### src/rtl/mem_port_arbiter_if.sv
// Bus bundle between the fetch port, the data port and the memory port.
// The arbiter takes the slave view; the environment takes the master view.
interface mem_port_arbiter_if #(
  parameter int AW = 32,
  parameter int DW = 32
);
  logic          ireq_valid;
  logic [AW-1:0] ireq_addr;
  logic          iresp_addr_ok;
  logic          iresp_data_ok;
  logic [DW-1:0] iresp_data;

  logic            dreq_valid;
  logic [AW-1:0]   dreq_addr;
  logic [DW/8-1:0] dreq_strobe;
  logic [DW-1:0]   dreq_data;
  logic            dresp_addr_ok;
  logic            dresp_data_ok;
  logic [DW-1:0]   dresp_data;

  logic            mreq_valid;
  logic            mreq_write;
  logic [AW-1:0]   mreq_addr;
  logic [DW/8-1:0] mreq_strobe;
  logic [DW-1:0]   mreq_data;
  logic            mresp_addr_ok;
  logic            mresp_data_ok;
  logic [DW-1:0]   mresp_data;

  modport slave (
    input  ireq_valid, ireq_addr,
    output iresp_addr_ok, iresp_data_ok,
    output iresp_data,
    input  dreq_valid, dreq_addr,
    input  dreq_strobe, dreq_data,
    output dresp_addr_ok, dresp_data_ok,
    output dresp_data,
    output mreq_valid, mreq_write,
    output mreq_addr, mreq_strobe,
    output mreq_data,
    input  mresp_addr_ok, mresp_data_ok,
    input  mresp_data
  );

  modport master (
    output ireq_valid, ireq_addr,
    input  iresp_addr_ok, iresp_data_ok,
    input  iresp_data,
    output dreq_valid, dreq_addr,
    output dreq_strobe, dreq_data,
    input  dresp_addr_ok, dresp_data_ok,
    input  dresp_data,
    input  mreq_valid, mreq_write,
    input  mreq_addr, mreq_strobe,
    input  mreq_data,
    output mresp_addr_ok, mresp_data_ok,
    output mresp_data
  );
endinterface

### src/rtl/mem_port_arbiter.sv
// Two-port (fetch/data) to single memory port arbiter, one access in
// flight, data priority with a bounded fetch starvation window.
module mem_port_arbiter #(
  parameter int AW         = 32,
  parameter int DW         = 32,
  parameter int STARVE_MAX = 4
) (
  input  logic clk,
  input  logic resetn,
  mem_port_arbiter_if.slave bus
);

  localparam int SW = DW / 8;
  localparam int CW =
    (STARVE_MAX < 1) ? 1 : $clog2(STARVE_MAX + 1);
  localparam logic [CW-1:0] CMAX = CW'(STARVE_MAX);

  typedef enum logic [1:0] {
    IDLE,
    ADDR,
    DATA
  } state_e;

  state_e        state_q, state_d;
  logic          own_d_q, own_d_d;
  logic [AW-1:0] addr_q, addr_d;
  logic [SW-1:0] strb_q, strb_d;
  logic [DW-1:0] data_q, data_d;
  logic [CW-1:0] cnt_q, cnt_d;

  logic any_req;
  logic gnt_d;
  logic in_addr;
  logic in_busy;

  assign any_req = bus.ireq_valid | bus.dreq_valid;

  // Fetch wins only once the data port has used up its window.
  assign gnt_d = bus.dreq_valid &
    ~(bus.ireq_valid & (cnt_q == CMAX));

  always_comb begin
    state_d = state_q;
    own_d_d = own_d_q;
    addr_d  = addr_q;
    strb_d  = strb_q;
    data_d  = data_q;
    cnt_d   = cnt_q;
    unique case (state_q)
      IDLE: begin
        if (any_req) begin
          state_d = ADDR;
          own_d_d = gnt_d;
          if (gnt_d) begin
            addr_d = bus.dreq_addr;
            strb_d = bus.dreq_strobe;
            data_d = bus.dreq_data;
          end else begin
            addr_d = bus.ireq_addr;
            strb_d = '0;
            data_d = '0;
          end
          if (gnt_d && bus.ireq_valid) begin
            if (cnt_q != CMAX) begin
              cnt_d = cnt_q + 1'b1;
            end
          end else begin
            cnt_d = '0;
          end
        end
      end
      ADDR: begin
        if (bus.mresp_addr_ok) begin
          state_d = bus.mresp_data_ok ? IDLE : DATA;
        end
      end
      DATA: begin
        if (bus.mresp_data_ok) begin
          state_d = IDLE;
        end
      end
      default: state_d = IDLE;
    endcase
  end

  always_ff @(posedge clk or negedge resetn) begin
    if (!resetn) begin
      state_q <= IDLE;
      own_d_q <= 1'b0;
      addr_q  <= '0;
      strb_q  <= '0;
      data_q  <= '0;
      cnt_q   <= '0;
    end else begin
      state_q <= state_d;
      own_d_q <= own_d_d;
      addr_q  <= addr_d;
      strb_q  <= strb_d;
      data_q  <= data_d;
      cnt_q   <= cnt_d;
    end
  end

  assign in_addr = (state_q == ADDR);
  assign in_busy = (state_q == ADDR) | (state_q == DATA);

  assign bus.mreq_valid  = in_addr;
  assign bus.mreq_write  = |strb_q;
  assign bus.mreq_addr   = addr_q;
  assign bus.mreq_strobe = strb_q;
  assign bus.mreq_data   = data_q;

  assign bus.iresp_addr_ok =
    in_addr & ~own_d_q & bus.mresp_addr_ok;
  assign bus.iresp_data_ok =
    in_busy & ~own_d_q & bus.mresp_data_ok;
  assign bus.dresp_addr_ok =
    in_addr & own_d_q & bus.mresp_addr_ok;
  assign bus.dresp_data_ok =
    in_busy & own_d_q & bus.mresp_data_ok;

  assign bus.iresp_data = bus.mresp_data;
  assign bus.dresp_data = bus.mresp_data;

endmodule

### src/flat_wrapper.sv
// flat-port wrapper written by rule: the top's interface ports become plain ports
module mem_port_arbiter_flat 
#(
  parameter int AW         = 32,
  parameter int DW         = 32,
  parameter int STARVE_MAX = 4
)
  (clk, resetn, bus_ireq_valid, bus_ireq_addr, bus_iresp_addr_ok, bus_iresp_data_ok, bus_iresp_data, bus_dreq_valid, bus_dreq_addr, bus_dreq_strobe, bus_dreq_data, bus_dresp_addr_ok, bus_dresp_data_ok, bus_dresp_data, bus_mreq_valid, bus_mreq_write, bus_mreq_addr, bus_mreq_strobe, bus_mreq_data, bus_mresp_addr_ok, bus_mresp_data_ok, bus_mresp_data);
  mem_port_arbiter_if #(.AW(AW), .DW(DW)) bus_i ();
  input  logic clk;
  input  logic resetn;
  input wire logic [$bits(bus_i.ireq_valid)-1:0] bus_ireq_valid;
  input wire logic [$bits(bus_i.ireq_addr)-1:0] bus_ireq_addr;
  output wire logic [$bits(bus_i.iresp_addr_ok)-1:0] bus_iresp_addr_ok;
  output wire logic [$bits(bus_i.iresp_data_ok)-1:0] bus_iresp_data_ok;
  output wire logic [$bits(bus_i.iresp_data)-1:0] bus_iresp_data;
  input wire logic [$bits(bus_i.dreq_valid)-1:0] bus_dreq_valid;
  input wire logic [$bits(bus_i.dreq_addr)-1:0] bus_dreq_addr;
  input wire logic [$bits(bus_i.dreq_strobe)-1:0] bus_dreq_strobe;
  input wire logic [$bits(bus_i.dreq_data)-1:0] bus_dreq_data;
  output wire logic [$bits(bus_i.dresp_addr_ok)-1:0] bus_dresp_addr_ok;
  output wire logic [$bits(bus_i.dresp_data_ok)-1:0] bus_dresp_data_ok;
  output wire logic [$bits(bus_i.dresp_data)-1:0] bus_dresp_data;
  output wire logic [$bits(bus_i.mreq_valid)-1:0] bus_mreq_valid;
  output wire logic [$bits(bus_i.mreq_write)-1:0] bus_mreq_write;
  output wire logic [$bits(bus_i.mreq_addr)-1:0] bus_mreq_addr;
  output wire logic [$bits(bus_i.mreq_strobe)-1:0] bus_mreq_strobe;
  output wire logic [$bits(bus_i.mreq_data)-1:0] bus_mreq_data;
  input wire logic [$bits(bus_i.mresp_addr_ok)-1:0] bus_mresp_addr_ok;
  input wire logic [$bits(bus_i.mresp_data_ok)-1:0] bus_mresp_data_ok;
  input wire logic [$bits(bus_i.mresp_data)-1:0] bus_mresp_data;
  assign bus_i.ireq_valid = bus_ireq_valid;
  assign bus_i.ireq_addr = bus_ireq_addr;
  assign bus_iresp_addr_ok = bus_i.iresp_addr_ok;
  assign bus_iresp_data_ok = bus_i.iresp_data_ok;
  assign bus_iresp_data = bus_i.iresp_data;
  assign bus_i.dreq_valid = bus_dreq_valid;
  assign bus_i.dreq_addr = bus_dreq_addr;
  assign bus_i.dreq_strobe = bus_dreq_strobe;
  assign bus_i.dreq_data = bus_dreq_data;
  assign bus_dresp_addr_ok = bus_i.dresp_addr_ok;
  assign bus_dresp_data_ok = bus_i.dresp_data_ok;
  assign bus_dresp_data = bus_i.dresp_data;
  assign bus_mreq_valid = bus_i.mreq_valid;
  assign bus_mreq_write = bus_i.mreq_write;
  assign bus_mreq_addr = bus_i.mreq_addr;
  assign bus_mreq_strobe = bus_i.mreq_strobe;
  assign bus_mreq_data = bus_i.mreq_data;
  assign bus_i.mresp_addr_ok = bus_mresp_addr_ok;
  assign bus_i.mresp_data_ok = bus_mresp_data_ok;
  assign bus_i.mresp_data = bus_mresp_data;
  mem_port_arbiter #(.AW(AW), .DW(DW), .STARVE_MAX(STARVE_MAX)) u_core (.clk(clk), .resetn(resetn), .bus(bus_i));
endmodule
### config.mk
export PLATFORM = sky130hd
export DESIGN_NAME = mem_port_arbiter_flat
export DESIGN_NICKNAME = d
export VERILOG_FILES = /design/src/rtl/mem_port_arbiter_if.sv /design/src/rtl/mem_port_arbiter.sv /design/src/flat_wrapper.sv
export SDC_FILE = /design/constraint.sdc
export NUM_CORES = 1
export LEC_CHECK = 0
export CAP_MARGIN = 20
export CELL_PAD_IN_SITES_DETAIL_PLACEMENT = 0
export CELL_PAD_IN_SITES_GLOBAL_PLACEMENT = 2
export CORE_MARGIN = 2
export CORE_UTILIZATION = 19
export DETAILED_ROUTE_END_ITERATION = 10
export PLACE_DENSITY_LB_ADDON = 0.08
export SETUP_SLACK_MARGIN = 0.3
export SLEW_MARGIN = 10
export SYNTH_ARGS = -nofsm -noshare
export SYNTH_HDL_FRONTEND = slang
export SYNTH_SLANG_ARGS = --single-unit
### constraint.sdc
create_clock -name clk -period 1.79 [get_ports clk]
set_input_delay 0.358 -clock clk [delete_from_list [all_inputs] [get_ports clk]]
set_output_delay 0.358 -clock clk [all_outputs]
set_load 0.02 [all_outputs]
# Word level (Yosys, flattened, before mapping)
# Cells that the tools add are included.
dict set report op_classes {
  add_sub_neg 1
  mul 0
  n_div 0
  magnitude_cmp 0
  eq_ne 8
  shift 0
  mux 10
  bitwise_logic 14
  reduce_logical 6
}
# cell count
set op_table {}
lappend op_table {{$mux W32} 2}
lappend op_table {{$and A1 B1 Y1} 10}
lappend op_table {{$mux W2} 4}
lappend op_table {{$mux W3} 2}
lappend op_table {{$ne A2 B2 Y1 const B} 3}
lappend op_table {{$pmux W2 S3} 1}
lappend op_table {{$reduce_and A3 Y1} 2}
lappend op_table {{$mux W4} 1}
lappend op_table {{$reduce_or A4 Y1} 1}
lappend op_table {{$add A3 B1 Y3 const B} 1}
lappend op_table {{$eq A3 B3 Y1 const B} 1}
lappend op_table {{$ne A3 B3 Y1 const B} 1}
lappend op_table {{$eq A2 B1 Y1 const B} 1}
lappend op_table {{$eq A2 B2 Y1 const B} 1}
lappend op_table {{$logic_not A2 Y1} 1}
lappend op_table {{$ne A2 B1 Y1 const B} 1}
lappend op_table {{$not A1 Y1} 2}
lappend op_table {{$or A1 B1 Y1} 2}
lappend op_table {{$reduce_and A2 Y1} 1}
lappend op_table {{$logic_and A1 B1 Y1} 1}
dict set report word_totals {
  regBits 74
  latch_bits 0
  ramBits 0
  mem_bits_ro 0
  out_inout_bits 138
  n_memories 0
}

# Longest topological paths before layout
# Gate-level depths: netlist (run 1).
dict set report logic_depth {
  depth_word 7
  ltp_mapped 8
  depth_no_buf 5
}

# Worst setup path after synthesis (run 1)
# OpenSTA, ideal clock, no wires.
dict set report synth_path {
  path_type {reg2out}
  start {reg u_core.state_q[1]}
  end {out bus_iresp_addr_ok}
  t_arrival_ns 1.135
  t_required_ns 1.432
  slack_ns 0.297
  path_stages_with_launch 5
  path_buffers 0
  cell_sequence {dfrtp_1 inv_1 ha_1 nand2_1 nor2_1}
}
dict set report synth_via {
  elab_chain_cells 3
}
# item line
set synth_lines {}
lappend synth_lines {{start: declaration} mem_port_arbiter.sv:24} ;# state_e state_q, state_d;
lappend synth_lines {{start signal: assignment} mem_port_arbiter.sv:95} ;# state_q <= state_d;
lappend synth_lines {{$eq A2 B1 Y1} mem_port_arbiter.sv:104} ;# assign in_addr = (state_q == ADDR);
lappend synth_lines {{net bus_mreq_valid} flat_wrapper.sv:24} ;# output wire logic [$bits(bus_i.mreq_valid)-1:0] bus_mreq_valid;
lappend synth_lines {{$and A1 B1 Y1 (2 in a row)} mem_port_arbiter.sv:114} ;# in_addr & ~own_d_q & bus.mresp_addr_ok;
lappend synth_lines {{end: declaration} flat_wrapper.sv:14} ;# output wire logic [$bits(bus_i.iresp_addr_ok)-1:0] bus_iresp_addr_ok;
# The timed path passes the listed nets, and every way through them passes these cells.

# Worst setup path in the final report (run 1)
dict set report layout_path {
  start {reg u_core.strb_q[1], in the netlist u_core.bus.mreq_strobe[1]}
  end {out bus_mreq_write}
}
dict set report layout_via {
  elab_chain_cells 1
}
# item line
set layout_lines {}
lappend layout_lines {{start: declaration} mem_port_arbiter.sv:27} ;# logic [SW-1:0] strb_q, strb_d;
lappend layout_lines {{start signal: assignment} mem_port_arbiter.sv:98} ;# strb_q <= strb_d;
lappend layout_lines {{$reduce_or A4 Y1} mem_port_arbiter.sv:108} ;# assign bus.mreq_write = |strb_q;
lappend layout_lines {{end: declaration} flat_wrapper.sv:25} ;# output wire logic [$bits(bus_i.mreq_write)-1:0] bus_mreq_write;
# No other way between the ends.

==> results of run 1 <==
-- stage by stage --
step / total power, mW / cell area [um^2]
global placement: 8.22 / 5540
CTS: 10.0 / 5870
finish: 10.9 / 6270
global route: 11.6 / 6270
floorplan: 5.82 / 3840
detailed placement: 8.19 / 5540
-- final timing paths --
kind,end,cells past startpoint,slack (ns),from
min in group asynchronous,u_core.bus.mreq_data[24],2,0.50,resetn
worst min-delay path,u_core.bus.mreq_addr[3],2,0.49,u_core.bus.mreq_addr[3]
worst max-delay path,bus_mreq_write,2,0.04,u_core.bus.mreq_strobe[1]
max in group asynchronous,u_core.bus.mreq_data[8],3,0.66,resetn
worst max register to register,u_core.bus.mreq_addr[22],7,0.23,u_core.state_q[0]
worst min register to register,u_core.bus.mreq_addr[3],2,0.49,u_core.bus.mreq_addr[3]
-- flip-flops by register name, indices dropped and copies added (netlist names) --
name                    flops
u_core.bus.mreq_addr       32
u_core.bus.mreq_strobe      4
u_core.bus.mreq_data       32
u_core.state_q              2
u_core.own_d_q              1
u_core.cnt_q                3
-- power by group through the flow --
stage,sequential [mW],combinational [mW],clock (mW)
2_1_floorplan,3.71,2.11,0
3_3_place_gp,2.87,5.35,0
3_5_place_dp,2.88,5.31,0
4_1_cts,2.83,5.00,2.17
5_1_grt,2.95,6.40,2.24
6_report,2.83,5.97,2.08
-- cell usage after synthesis, types with 3 or more instances --
cell and number:
dfrtp_1 74, buf_6 8, o211ai_1 29, buf_4 69, ha_1 5, nand4_1 33
o211ai_2 3, a22o_1 36, inv_1 6, nand2_1 68, clkbuf_1 11, buf_2 7
-- layout make-up --
cell class	instances	area [um^2]
flip-flops and latches	74	1850
fillers	2151	13800
clock buffers	10	239
repair buffers	225	2320
well taps	270	338
clock inverters	6	97.6
inverters	6	22.5
multi-input cells	201	1400
-- layer usage --
layer  wire, um  global-route usage (%)  up-vias  share of wire (%)
met1       6520                    15.9     1612                 44
met2       6850                    19.7      171                 46
met3       1290                    5.84        8                8.7
met5          0                       0        -                  0
met4        151                    2.91        0                1.0
li1           -                       -     1558                  -
-- timing repair --
item,CTS,global route
cloned,1,14
setup buffers,1,6
endpoints found under the hold margin,25,0
resized for setup,119,23
pin swaps,2,30
hold buffers,1,0
endpoints found under the setup margin,138,68
-- worst min-delay path: cells and delay by family (launching register included) --
| kind | cells | cell delay (ns) |
|---|---|---|
| AND/OR/NAND/NOR | 1 | 0.05 |
| flip-flops | 1 | 0.34 |
| AO/OA/AOI/OAI | 1 | 0.07 |
-- logic make-up after synthesis --
group | after synthesis | synth area share [%]
muxes | 1 | 0.293
DFF | 74 | 48.2
AOI/OAI and AO/OA | 77 | 16.5
and+or+nand+nor | 116 | 15.0
adders and majority gates | 5 | 1.63
buffers and inverters | 101 | 18.4
==> results.toml, run 1 <==
[detailed_routing]
antenna_left = 0
routed_via_density = 4.23
wl_per_cell_um = 18.7
drt-initial-drc-count = 105
route.detailed.drc = 0
drtPass1Iterations = 4
routed_wl_um = 14800
via_count = 3349

[power]
power.share.clock_pct = 19.1
power.switching_mw = 4.32
swShare_pct = 39.7
p_leak_nw = 2.79
seqPwrFrac_pct = 26.0
peakVddDrop_uv = 511
p_int_mw = 6.56
combPwrFrac_pct = 54.9
power.density_nw_per_um2 = 1730

[placement]
io_buffer_count = 179
dp_slack_ns = -0.181
gp_congestion = 0.698
dp_cells = 753
dp_hpwl_um = 9120

[job]
max_cap_violations = 0

[sta]
hold_slack_ns = 0.493
finalMaxSlewViolations = 0
setup_viol = 0
finalCritPeriodShare_pct = 97.8
slew_headroom_pct = 57.9
fmaxAchievable_mhz = 571
fin_crit_ns = 1.75
worst_slack_ns = 0.0394
tightest_slew_ns = 0.629
finalHoldViolCount = 0
finalClockSkew_ns = 0.0111
rsz0062_at_grt = "true"
tns_ns = 0

[floorplan]
num_io_pins = 276
fp.dieH_um = 146
start_util_pct = 19.2
die_area_um2 = 21400
die_w_um = 146
coreArea_um2 = 20000
core.rowCount = 52

[logic_synthesis]
synth_area_per_cell_um2 = 10.3
synth_edf_count = 0
synthCells = 374
synthTopCellsByArea = "dfrtp_1 (48%), buf_4 (13%), a22o_1 (8.2%)"
yosysUniqueCellTypes = 31
syn_area_um2 = 3840
synth.ff_latch_count = 74
async_flop_share_pct = 100
yosysWarnings = 0
syn_nets = 517
synth_top_cell_by_area = "dfrtp_1"
ys.flop_type = "dfrtp_1"
ys_seq_area_share_pct = 48.2
synth_top_area_share_pct = 48.2

[global_route]
grt_pass1_vias = 3469
grt_max_degree = 38
antenna_found_initial = 0
gr-total-overflow = 0
grtUsageTotal_pct = 12.6
grt_pass1_wl_um = 20800

[finish]
mostFrequentLayoutCell = "clkdlybuf4s50_1"
antennaDiodeCount = 0
drive_above_1_share_pct = 19.2
final_cell_mix = "clkdlybuf4s50_1 (102), dfrtp_1 (74), nand2_1 (65), dlygate4sd2_1 (65), a22o_1 (36)"
fin_nets = 660
finalNonFillerCells = 792
final_core_util_pct = 31.3
area_growth_pct = 63.3

[worst_setup_path]
endpoint_kind = "output port"
crit_fanout = 2
crit_arrival_ns = 1.39
cp-start-kind = "flop"
max_stage_delay_ns = 0.53
cpMaxStageDelayCell = "or4_4"
critPathBufInv = 1
crit_path_cell_trace = "or4_4 > buf_6"
crit_type = "reg2out"
critPathTopFamily = "simple AND/OR/NAND/NOR gates"
crit_required_ns = 1.43

[clocking]
clk_pin_slew_worst_paths_ns = 0.06
htreeDepth = 3
root_buffer = "clkbuf_16"
cts_buffers = 9
cts.sinks = 74
clock_tree.buffer_depth = 2
clock_latency_ns = 0.35
cts_tree = "done"

[run_status]
outcome = "finished clean"

[worst_hold_path]
hp-class = "reg2reg"
No activity file was read; power rests on OpenSTA's default activity.
==> run 2: changes to the inputs <==
Settings changed: CORE_UTILIZATION 19 to 30, DONT_BUFFER_PORTS from default to 1.
==> run 2 against run 1 <==
The flow now finishes with violations (negative hold slack). Largest cell class is now registers. First-iteration DRC count rose by 7.6%. Utilization is 1.1 points higher. Clock-buffer cell count is 2 higher. Largest power group is now registers. Wire length is 28% lower.
==> results.toml, run 2 (synthesis results as in run 1) <==
[run_status]
outcome = "complete, but fails checks"
violations = "negative hold slack"

[global_route]
grtUsageTotal_pct = 14.7
busiest_layer = "met2"
gr-total-overflow = 0
grt_pass1_wl_um = 14900
use_met3_pct = 8.24
met1_usage_pct = 17.1
grt_max_degree = 75
grt_use_met2_pct = 22.3
grt_pass1_vias = 2660
antenna_found_initial = 0

[placement]
gp_congestion = 0.665
place_area_um2 = 3490
io_buffer_count = 0
dp_hpwl_um = 6400

[sta]
rsz0062_at_grt = "true"
setup_viol = 0
finalHoldViolCount = 74
finalCritPeriodShare_pct = 96.1
slew_headroom_pct = 79.8
finalClockSkew_ns = 0.00580
tightest_slew_ns = 0.302
finalMaxSlewViolations = 0
hold_slack_ns = -0.281
tns_ns = 0
fmaxAchievable_mhz = 581
fin_crit_ns = 1.72

[finish]
fin_nets = 454
fin_area_um2 = 4080
drive_above_1_share_pct = 20.6
antennaDiodeCount = 0
fillers = 1310
final_cell_mix = "dfrtp_1 (73), nand2_1 (63), a22o_1 (36)"
area_growth_pct = 6.09
mostFrequentLayoutCell = "dfrtp_1"

[clocking]
cts.sinks = 74
cts_buffers = 9
clock_latency_ns = 0.33
cts_tree = "done"
clk_pin_slew_worst_paths_ns = 0.05
root_buffer = "clkbuf_16"
clock_tree.buffer_depth = 2
htreeDepth = 3

[job]
max_cap_violations = 0

[worst_setup_path]
max_stage_delay_ns = 0.58
crit_required_ns = 1.43
cpMaxStageDelayCell = "or4_4"
crit_arrival_ns = 1.36
cp-start-kind = "flop"
critPathBufInv = 0
crit_fanout = 3
crit_path_cell_trace = "or4_4"
endpoint_kind = "output port"
critPathTopFamily = "simple AND/OR/NAND/NOR gates"
crit_type = "reg2out"

[power]
p_leak_nw = 1.71
power.density_nw_per_um2 = 2110
peakVddDrop_uv = 598

[detailed_routing]
antenna_left = 0
drtPass1Iterations = 4
drt-initial-drc-count = 113
routed_wl_um = 10700
via_count = 2531
wl_per_cell_um = 22.0
route.detailed.drc = 0
routed_via_density = 5.20

[floorplan]
num_io_pins = 276
fp.dieH_um = 117
die_w_um = 117
coreArea_um2 = 12600
start_util_pct = 30.6
core.rowCount = 41
die_area_um2 = 13700

[worst_hold_path]
hp-class = "in2async"
run 2: cell count changes in the layout (fill, tap and decap cells not counted), moves of 3 or more:
cell,delta
dlygate4sd2_1,-65
buf_4,-17
buf_12,-3
and3_4,+3
clkdlybuf4s50_1,-102
buf_6,-5
clkbuf_16,-8
run 2: where the power goes:
| group | switching (mW) | internal (mW) | total [mW] | leakage [nW] |
|---|---|---|---|---|
| logic | 1.53 | 1.41 | 2.95 | 0.646 |
| registers | 1.44 | 2.43 | 3.87 | 0.926 |
| clock network | 0.676 | 1.11 | 1.78 | 0.142 |
run 2: repair_timing:
action	in CTS	in global routing
gates cloned	2	3
hold endpoints to repair	74	74
setup buffers	2	4
endpoints found under the setup margin	80	74
pin swaps	6	16
resized for setup	24	23
run 2: per-stage QoR:
step                utilization (%)  setup slack, ns  std cells  hold slack, ns  power (mW)
global route                   32.4           0.0323        487          -0.304        9.21
global placement               27.8           0.0696        461          0.0641        6.24
CTS                            31.2           0.0563        480          -0.299        8.45
detailed placement             27.8          0.00166        461          0.0643        6.27
floorplan                         -            0.324        374          0.0624        5.82
finish                         32.4           0.0699        487          -0.281        8.59
run 2: routing by layer:
| layer | vias up | wire, um |
|---|---|---|
| met4 | 0 | 136 |
| met1 | 1219 | 4280 |
| met2 | 155 | 4890 |
| li1 | 1147 | - |
| met3 | 10 | 1400 |
| met5 | - | 0 |
run 2: final cells by class:
cell class | count | area [um^2] | share of cell area, %
inverter | 6 | 22.5 | 0.553
multi-input combinational | 202 | 1470 | 36.0
timing repair buffer | 18 | 233 | 5.71
tap | 172 | 215 | 5.28
clock inverter | 3 | 40.0 | 0.982
clock buffer | 12 | 246 | 6.05
sequential | 74 | 1850 | 45.5
run 2: worst paths after layout:
kind,from,end,slack [ns],cells after the start
worst min register to register,u_core.bus.mreq_strobe[0],u_core.bus.mreq_strobe[0],0.62,1
min in group clk,bus_dreq_data[3],u_core.bus.mreq_data[3],0.16,1
worst max-delay path,u_core.bus.mreq_strobe[0],bus_mreq_write,0.07,1
worst min-delay path,resetn,u_core.bus.mreq_data[29],-0.28,0
worst max register to register,u_core.state_q[1],u_core.state_q[0],0.28,6
max in group asynchronous,resetn,u_core.state_q[1],1.92,0
==> run 3: changes to the inputs <==
Settings changed: CTS_CLUSTER_DIAMETER from default to 50.
==> results of run 3 <==
Same layout as run 2: the final DEF is identical, and so are final timing and power.
